File: src/rtl/freq_code_detector_pkg.sv
// Shared constants and types for the frequency-code detector.
// The count table and tolerance are also consumed by the code-to-count translator.
package freq_code_detector_pkg;

    localparam int unsigned CntWidth  = 7;
    localparam int unsigned MeasWidth = CntWidth + 1;  // room for cnt + same-cycle tick
    localparam int unsigned NumCodes  = 8;

    localparam logic [CntWidth-1:0]  TimeoutCnt = 7'd127;
    localparam logic [MeasWidth-1:0] Tolerance  = 8'd1;

    // Half-period tick counts for codes 0..7 (30k .. 200k)
    localparam logic [MeasWidth-1:0] CodeCounts [NumCodes] = '{
        8'd104, 8'd62, 8'd41, 8'd31, 8'd25, 8'd21, 8'd18, 8'd15
    };

    typedef enum logic [0:0] {
        StIdle    = 1'b0,
        StMeasure = 1'b1
    } state_e;

    typedef struct packed {
        logic       hit;
        logic [2:0] code;
    } match_t;

    // Nominal half-period count for a code
    function automatic logic [MeasWidth-1:0] code_to_count(input logic [2:0] code);
        return CodeCounts[code];
    endfunction

    // Windows are disjoint, so at most one entry can hit
    function automatic match_t lookup_code(input logic [MeasWidth-1:0] meas);
        match_t                 res;
        logic [MeasWidth-1:0]   diff;
        res = '{hit: 1'b0, code: 3'd0};
        for (int unsigned k = 0; k < NumCodes; k++) begin
            diff = (meas >= CodeCounts[k]) ? (meas - CodeCounts[k]) : (CodeCounts[k] - meas);
            if (diff <= Tolerance) begin
                res.hit  = 1'b1;
                res.code = k[2:0];
            end
        end
        return res;
    endfunction

endpackage

File: src/rtl/freq_code_detector_sync_edge_det.sv
// Two-flop synchronizer followed by a registered any-edge detector.
// Output pulse appears three clocks after the input changes.
module sync_edge_det (
    input  logic clk,
    input  logic rst,
    input  logic i_sig_in,
    output logic o_edge
);

    logic r_sync1;
    logic r_sync2;
    logic r_prev;
    logic r_edge;

    // Synchronize, keep previous level, register the level-change pulse
    always_ff @(posedge clk or posedge rst) begin
        if (rst) begin
            r_sync1 <= 1'b0;
            r_sync2 <= 1'b0;
            r_prev  <= 1'b0;
            r_edge  <= 1'b0;
        end else begin
            r_sync1 <= i_sig_in;
            r_sync2 <= r_sync1;
            r_prev  <= r_sync2;
            r_edge  <= r_sync2 ^ r_prev;
        end
    end

    assign o_edge = r_edge;

endmodule

File: src/rtl/freq_code_detector.sv
// Measures half-periods of sig_in in ticks and classifies them into one of
// eight frequency codes; reports lock after two equal consecutive matches.
module freq_code_detector
    import freq_code_detector_pkg::*;
(
    input  logic       clk,
    input  logic       rst,
    input  logic       tick,
    input  logic       sig_in,
    output logic [2:0] code,
    output logic       code_valid,
    output logic       locked,
    output logic       err
);

    logic                  w_edge;
    logic [MeasWidth-1:0]  w_meas_next;
    match_t                w_match;

    state_e                r_state;
    logic [CntWidth-1:0]   r_cnt;
    logic [MeasWidth-1:0]  r_meas;
    logic                  r_meas_vld;
    logic                  r_prev_vld;
    logic [2:0]            r_prev_code;
    logic [2:0]            r_code;
    logic                  r_code_valid;
    logic                  r_locked;
    logic                  r_err;

    sync_edge_det u_sync_edge_det (
        .clk      (clk),
        .rst      (rst),
        .i_sig_in (sig_in),
        .o_edge   (w_edge)
    );

    // A tick coinciding with the edge still belongs to the closing interval
    assign w_meas_next = {1'b0, r_cnt} + {{CntWidth{1'b0}}, tick};
    assign w_match     = lookup_code(r_meas);

    // Measurement FSM, capture register and registered match evaluation
    always_ff @(posedge clk or posedge rst) begin
        if (rst) begin
            r_state      <= StIdle;
            r_cnt        <= '0;
            r_meas       <= '0;
            r_meas_vld   <= 1'b0;
            r_prev_vld   <= 1'b0;
            r_prev_code  <= 3'd0;
            r_code       <= 3'd0;
            r_code_valid <= 1'b0;
            r_locked     <= 1'b0;
            r_err        <= 1'b0;
        end else begin
            r_meas_vld   <= 1'b0;
            r_code_valid <= 1'b0;

            case (r_state)
                StIdle: begin
                    r_cnt <= '0;
                    if (w_edge) begin
                        r_state    <= StMeasure;
                        r_prev_vld <= 1'b0;
                    end
                end
                StMeasure: begin
                    if (w_edge) begin
                        r_meas     <= w_meas_next;
                        r_meas_vld <= 1'b1;
                        r_cnt      <= '0;
                    end else if (r_cnt == TimeoutCnt) begin
                        // Signal stalled: abandon the interval
                        r_state    <= StIdle;
                        r_cnt      <= '0;
                        r_err      <= 1'b1;
                        r_locked   <= 1'b0;
                        r_prev_vld <= 1'b0;
                    end else if (tick) begin
                        r_cnt <= r_cnt + 1'b1;
                    end
                end
                default: r_state <= StIdle;
            endcase

            // Evaluation never coincides with a timeout: cnt was just cleared
            if (r_meas_vld) begin
                if (w_match.hit) begin
                    r_code       <= w_match.code;
                    r_code_valid <= 1'b1;
                    r_err        <= 1'b0;
                    r_locked     <= r_prev_vld && (r_prev_code == w_match.code);
                    r_prev_code  <= w_match.code;
                    r_prev_vld   <= 1'b1;
                end else begin
                    r_err      <= 1'b1;
                    r_locked   <= 1'b0;
                    r_prev_vld <= 1'b0;
                end
            end
        end
    end

    assign code       = r_code;
    assign code_valid = r_code_valid;
    assign locked     = r_locked;
    assign err        = r_err;

endmodule

File: config.mk
export PLATFORM = sky130hd
export DESIGN_NAME = freq_code_detector
export DESIGN_NICKNAME = d
export VERILOG_FILES = /design/src/rtl/freq_code_detector_pkg.sv /design/src/rtl/freq_code_detector_sync_edge_det.sv /design/src/rtl/freq_code_detector.sv
export SDC_FILE = /design/constraint.sdc
export NUM_CORES = 1
export LEC_CHECK = 0
export CAP_MARGIN = 15
export CORE_MARGIN = 2
export CORE_UTILIZATION = 60
export DETAILED_ROUTE_END_ITERATION = 16
export HOLD_SLACK_MARGIN = 0.03
export PLACE_DENSITY = 0.78
export SYNTH_ARGS = -nofsm -noshare
export SYNTH_HDL_FRONTEND = slang
export SYNTH_SLANG_ARGS = --single-unit
File: constraint.sdc
create_clock -name clk -period 6.2 [get_ports clk]
set_input_delay 1.24 -clock clk [delete_from_list [all_inputs] [get_ports clk]]
set_output_delay 1.24 -clock clk [all_outputs]
set_load 0.02 [all_outputs]
# ---- Word level (Yosys, flattened, before mapping)
# Cells that the tools add are included.
dict set report op_classes {
  n_reduce_logical 7
  order_cmp 16
  n_eq_ne 7
  n_mux 40
  add_sub_neg 18
  bitwise 2
}
# operator n
set ops {}
lappend ops {{8-bit by 1-bit less-or-equal comparator with 1-bit output, second input constant} 8}
lappend ops {{8-bit 2-to-1 mux} 8}
lappend ops {{8-bit by 5-bit >= comparator with 1-bit output, second input constant} 4}
lappend ops {{4-bit 2-to-1 mux} 8}
lappend ops {{5-bit by 8-bit subtractor with 8-bit output, first input constant} 4}
lappend ops {{8-bit by 5-bit subtractor with 8-bit output, second input constant} 4}
lappend ops {{7-bit 2-to-1 mux} 3}
lappend ops {{1-bit 2-to-1 mux} 18}
lappend ops {{8-bit by 6-bit >= comparator with 1-bit output, second input constant} 2}
lappend ops {{6-bit by 8-bit subtractor with 8-bit output, first input constant} 2}
lappend ops {{8-bit by 6-bit subtractor with 8-bit output, second input constant} 2}
lappend ops {{7-bit one-hot mux with 2 select lines} 1}
lappend ops {{7-bit by 1-bit adder with 8-bit output} 1}
lappend ops {{8-bit by 4-bit >= comparator with 1-bit output, second input constant} 1}
lappend ops {{8-bit by 7-bit >= comparator with 1-bit output, second input constant} 1}
lappend ops {{4-bit by 8-bit subtractor with 8-bit output, first input constant} 1}
lappend ops {{7-bit by 8-bit subtractor with 8-bit output, first input constant} 1}
lappend ops {{8-bit by 4-bit subtractor with 8-bit output, second input constant} 1}
lappend ops {{8-bit by 7-bit subtractor with 8-bit output, second input constant} 1}
lappend ops {{7-bit by 1-bit adder with 7-bit output, second input constant} 1}
lappend ops {{7-bit equality test, second input constant} 1}
lappend ops {{3-bit AND reduction} 2}
lappend ops {{4-bit by 2-bit inequality test with 1-bit output, second input constant} 1}
lappend ops {{1-bit one-hot mux with 2 select lines} 2}
lappend ops {{other kinds (10)} 12}
dict set report word_totals {
  elab_cells 103
  out_inout_bits 6
  reg_bits 28
  input_bits 4
}

# ---- Logic depth before layout (Yosys ltp)
dict set report logic_depth {
  depth_word 15
  mapped_depth 15
  ltp_nobuf 11
}

# ---- By module
# Synthesis repeated with hierarchy kept, for this count alone.
dict set report unflattened {
  cells_unflattened 460
  area_unflattened_um2 3539.6
}
# mod instances area_each_um2 cells_per_inst seq_area_each_um2
set by_module_without_submodules {}
lappend by_module_without_submodules {freq_code_detector 1 3427.0 454 600.6}
lappend by_module_without_submodules {sync_edge_det 1 112.6 6 100.1}

# ---- Least setup slack after synthesis
# No wires, ideal clock.
dict set report synth_path {
  path_kind {register -> register}
  from {register r_meas[4]}
  to {register r_code[1], in the netlist code[1]}
  slack_ns 2.695
  period_less_slack_ns 3.505
  arrival_ns 3.380
  setup_ns 0.125
  required_time_ns 6.075
  n_path_buf 3
  stages_incl_launch_ff 15
  cell_sequence {dfrtp_1 > clkbuf_1 > inv_1 > clkbuf_1 > ha_1 > buf_2 > nand2_2 > o21ai_2 > mux2i_2 > a21oi_1 > or3_1 > o21ai_2 > o21ai_1 > a21bo_4 > mux2_4}
}
dict set report synth_between {
  elab_chain_len 12
  elab_cells_between_ends 49
  cone_classes {add/sub (16); order compare (16); mux (16); reduce/logical (1)}
}
# item line
set synth_rtl {}
lappend synth_rtl {{from (decl)} freq_code_detector.sv:22} ;# logic [MeasWidth-1:0] r_meas;
lappend synth_rtl {{from (signal assigned)} freq_code_detector.sv:69} ;# r_meas <= w_meas_next;
lappend synth_rtl {{7-bit by 8-bit subtractor with 8-bit output, or another cell as far along} freq_code_detector_pkg.sv:38} ;# diff = (meas >= CodeCounts[k]) ? (meas - CodeCounts[k]) : (CodeCounts[k] - meas);
lappend synth_rtl {{8-bit 2-to-1 mux} freq_code_detector_pkg.sv:38}
lappend synth_rtl {{8-bit by 1-bit less-or-equal comparator with 1-bit output} freq_code_detector_pkg.sv:39} ;# if (diff <= Tolerance) begin
lappend synth_rtl {{4-bit 2-to-1 mux (7 in a row)} freq_code_detector_pkg.sv:39}
lappend synth_rtl {{4-bit 2-to-1 mux *} freq_code_detector_pkg.sv:39}
lappend synth_rtl {{2-bit AND reduction (no line)} -}
lappend synth_rtl {{to (signal assigned)} freq_code_detector.sv:89} ;# r_code <= w_match.code;
lappend synth_rtl {{to (decl)} freq_code_detector.sv:26} ;# logic [2:0] r_code;
# Mark *: on every way between the ends. The rest lies on a longest branch, timed or not.
# A chain may end at the register's enable or synchronous reset.

# ---- Final worst setup path
dict set report layout_path {
  from {register r_meas[6]}
  to {register r_code[1], in the netlist code[1]}
}
# Same word-level chain as after synthesis.

==> flow_metrics.env <==
export IMPL_period_minus_slack_ps=4110
export IMPL_cts_buffers=3
export IMPL_synth_most_common_cell="nand2_1"
export IMPL_cts_tree="done"
export IMPL_final_setup_tns_ps=0
export IMPL_crit_type="reg2reg"
export IMPL_cp_start_kind="flip-flop"
export IMPL_setup_viol=0
export IMPL_grtUsageTotal_pct=30.2
export IMPL_io_buffers=9
export IMPL_p_leak_uw=0.00153
export IMPL_synthAdderAreaFrac_pct=10.2
export IMPL_status="finished, final reports clean"
export IMPL_yosysTopAreaCell="dfrtp_1"
export IMPL_synth_simple_area_share_pct=21.9
export IMPL_yosys_top_cells_area="dfrtp_1 19%, ha_1 10%, xnor2_1 4.3%"
export IMPL_tightestPinTransition_ps=852
export IMPL_synth_top_family_by_area="compound AO/OA/AOI/OAI gates"
export IMPL_cp_max_fo=21
export IMPL_syn_inst=450
export IMPL_worstSetupEndpointType="flip-flop"
export IMPL_clk_pin_slew_ps=90
export IMPL_final_fill_count=517
export IMPL_final_cells=513
export IMPL_num_io_pins=10
export IMPL_layout_nets=473
export IMPL_dr_pass1_iters=6
export IMPL_start_util_pct=61.9
export IMPL_rsz0062_at_grt="no"
export IMPL_synth_common_cells="33 x nand2_1, 30 x a21oi_1, 30 x ha_1"
export IMPL_crit_path_frequent_cell="nand2b_4"
export IMPL_hold_ws_ps=363
export IMPL_synth_nets=484
export IMPL_ant_nets=0
export IMPL_fin_skew_ps=5.51
export IMPL_total_power_uw=669
export IMPL_clockBufferDepth=2
export IMPL_die_w_um=82.1
export IMPL_post_cts_buffers=0
export IMPL_layout_drive_gt1_share_pct=8.22
export IMPL_min_path_type="reg2reg"
export IMPL_holdBufCountCts=0
export IMPL_grt_max_degree=41
export IMPL_ctsResizeCount=0
export IMPL_grt_pass1_vias=3188
export IMPL_drt_wl_total_um=9920
export IMPL_synth_compound_area_share_pct=31.3
export IMPL_synth_main_ff_cell="dfrtp_1"
export IMPL_top_register="r_meas"
export IMPL_grt_pass1_wl_um=15800
export IMPL_synth_edf_count=0
export IMPL_cp_num_buf_inv=1
export IMPL_vias=3539
export IMPL_grt_ovfl_total=0
export IMPL_synth_mux_area_share_pct=2.73
export IMPL_area_growth_pct=3.93
export IMPL_crit_required_ps=6360
export IMPL_crit_family="simple AND/OR/NAND/NOR gates"
export IMPL_powerDensity_mw_per_mm2=176
export IMPL_htreeDepth=1
export IMPL_largest_register_ffs=8
export IMPL_fin_crit_sh_pct=66.3
export IMPL_hold_viol=0
export IMPL_ir_drop_mv=0.205
export IMPL_core_area_mm2=0.00592
export IMPL_syn_cell_area_mm2=0.00366
export IMPL_yosysWarningCount=0
export IMPL_relSlewSlack_pct=43.2
export IMPL_ys_seq_area_share_pct=19.1
export IMPL_cpPeakStageDelay_ps=870
export IMPL_cts_root_buf="clkbuf_8"
export IMPL_dpl_cell_count=508
export IMPL_path_cells="clkinv_1 > ha_1 > nand4b_1 > nand3_1 > a311o_1 > a221oi_1 > and4_1 > nand2b_4 > nand2b_4 > a21bo_4 > mux2_4"
export IMPL_rows=28
export IMPL_slew_viol_final=0
export IMPL_netlist_area_leader_share_pct=19.1
export IMPL_antenna_found_initial=0
export IMPL_dpl_hpwl_um=6910
export IMPL_cpMaxStageDelayCell="dfrtp_1"
export IMPL_dr_first_iter_drc_count=616
export IMPL_wl_per_cell_um=19.3
export IMPL_dieArea_mm2=0.00674
export IMPL_synthArstFlopShare_pct=100
export IMPL_ys_ff_latch=28
export IMPL_cts_sinks=28
export IMPL_drc=0
export IMPL_via_per_inst=6.90
export IMPL_drv_cap=0
export IMPL_fmax_ghz=0.243
export IMPL_synthDistinctLibCells=78
export IMPL_place_gp_congestion=0.977
export IMPL_die_h_um=82.1
export IMPL_syn_avg_cell_area_um2=8.14
export IMPL_synth_xor_area_share_pct=7.89
export IMPL_critPathArrivalTime_ps=4270
export IMPL_clk_latency_ps=270
export IMPL_diodes=0
[metrics by stage]
step,area (um2),util (%),worst slack [ps]
floorplan,3660,-,2700
global placement,3710,62.6,2420
detailed placement,3710,62.6,2260
CTS,3780,63.8,2240
global route,3810,64.3,1880
finish,3810,64.3,2090
[cell families (layout without fill, tap and decap cells)]
logic type                 count (synthesis)  in the layout
and+or+nand+nor                          146            146
buffers and inverters                     50             38
DFF                                       28             28
xor gates and xnor gates                  33             33
muxes                                      9              9
adders and majority gates                 30             30
AOI/OAI and AO/OA                        154            154
[placed cells by master, fill, tap and decap left out, drive strengths merged, types with 13 or more instances in the layout]
cell and instances:
nand2 34, o21ai 33, a31oi 13, xnor2 18, inv 15, dfrtp 28
nand3 17, nor2 23, ha 30, nor3 17, xor2 15, a21oi 30
[final cells by class]
class	count	area (um2)	area share (%)
multi-input combinational	372	2710	71.2
sequential	28	701	18.4
timing repair buffer	16	163	4.27
tap	75	93.8	2.47
inverter	18	67.6	1.78
clock buffer	3	41.3	1.08
clock inverter	1	30.0	0.789
[worst paths after layout]
kind	from	to	slack, ps	cells past startpoint
min in group asynchronous	rst	locked	1170	2
worst min register to register	u_sync_edge_det.r_sync1	u_sync_edge_det.r_sync2	360	0
worst max register to register	r_meas[6]	code[1]	2090	11
worst max-delay path	r_meas[6]	code[1]	2090	11
worst min-delay path	u_sync_edge_det.r_sync1	u_sync_edge_det.r_sync2	360	0
max in group asynchronous	rst	u_sync_edge_det.r_prev	4640	3
[worst register-to-register path, cell delays in order (launching register included)]
cell and delay, ps:
dfrtp_1 870, clkinv_1 520, ha_1 480, nand4b_1 290, nand3_1 200, a311o_1 380, a221oi_1 250, and4_1 250
nand2b_4 170, nand2b_4 150, a21bo_4 160, mux2_4 300
[where the power goes]
group	switching, uW	internal [uW]	leakage, uW
sequential	27.7	199	0.000360
clock	55.5	86.4	0.0000357
combinational	182	119	0.00113
total	265	404	0.00153
[routing by layer]
metal | vias to the layer above | share of wire (%) | track usage (%)
met5 | - | 0 | 0
met4 | 0 | 2.8 | 8.67
met3 | 38 | 10 | 5.11
met2 | 229 | 44 | 46.7
met1 | 1627 | 43 | 43.2
li1 | 1645 | - | -
(Power assumes the default switching activity.)
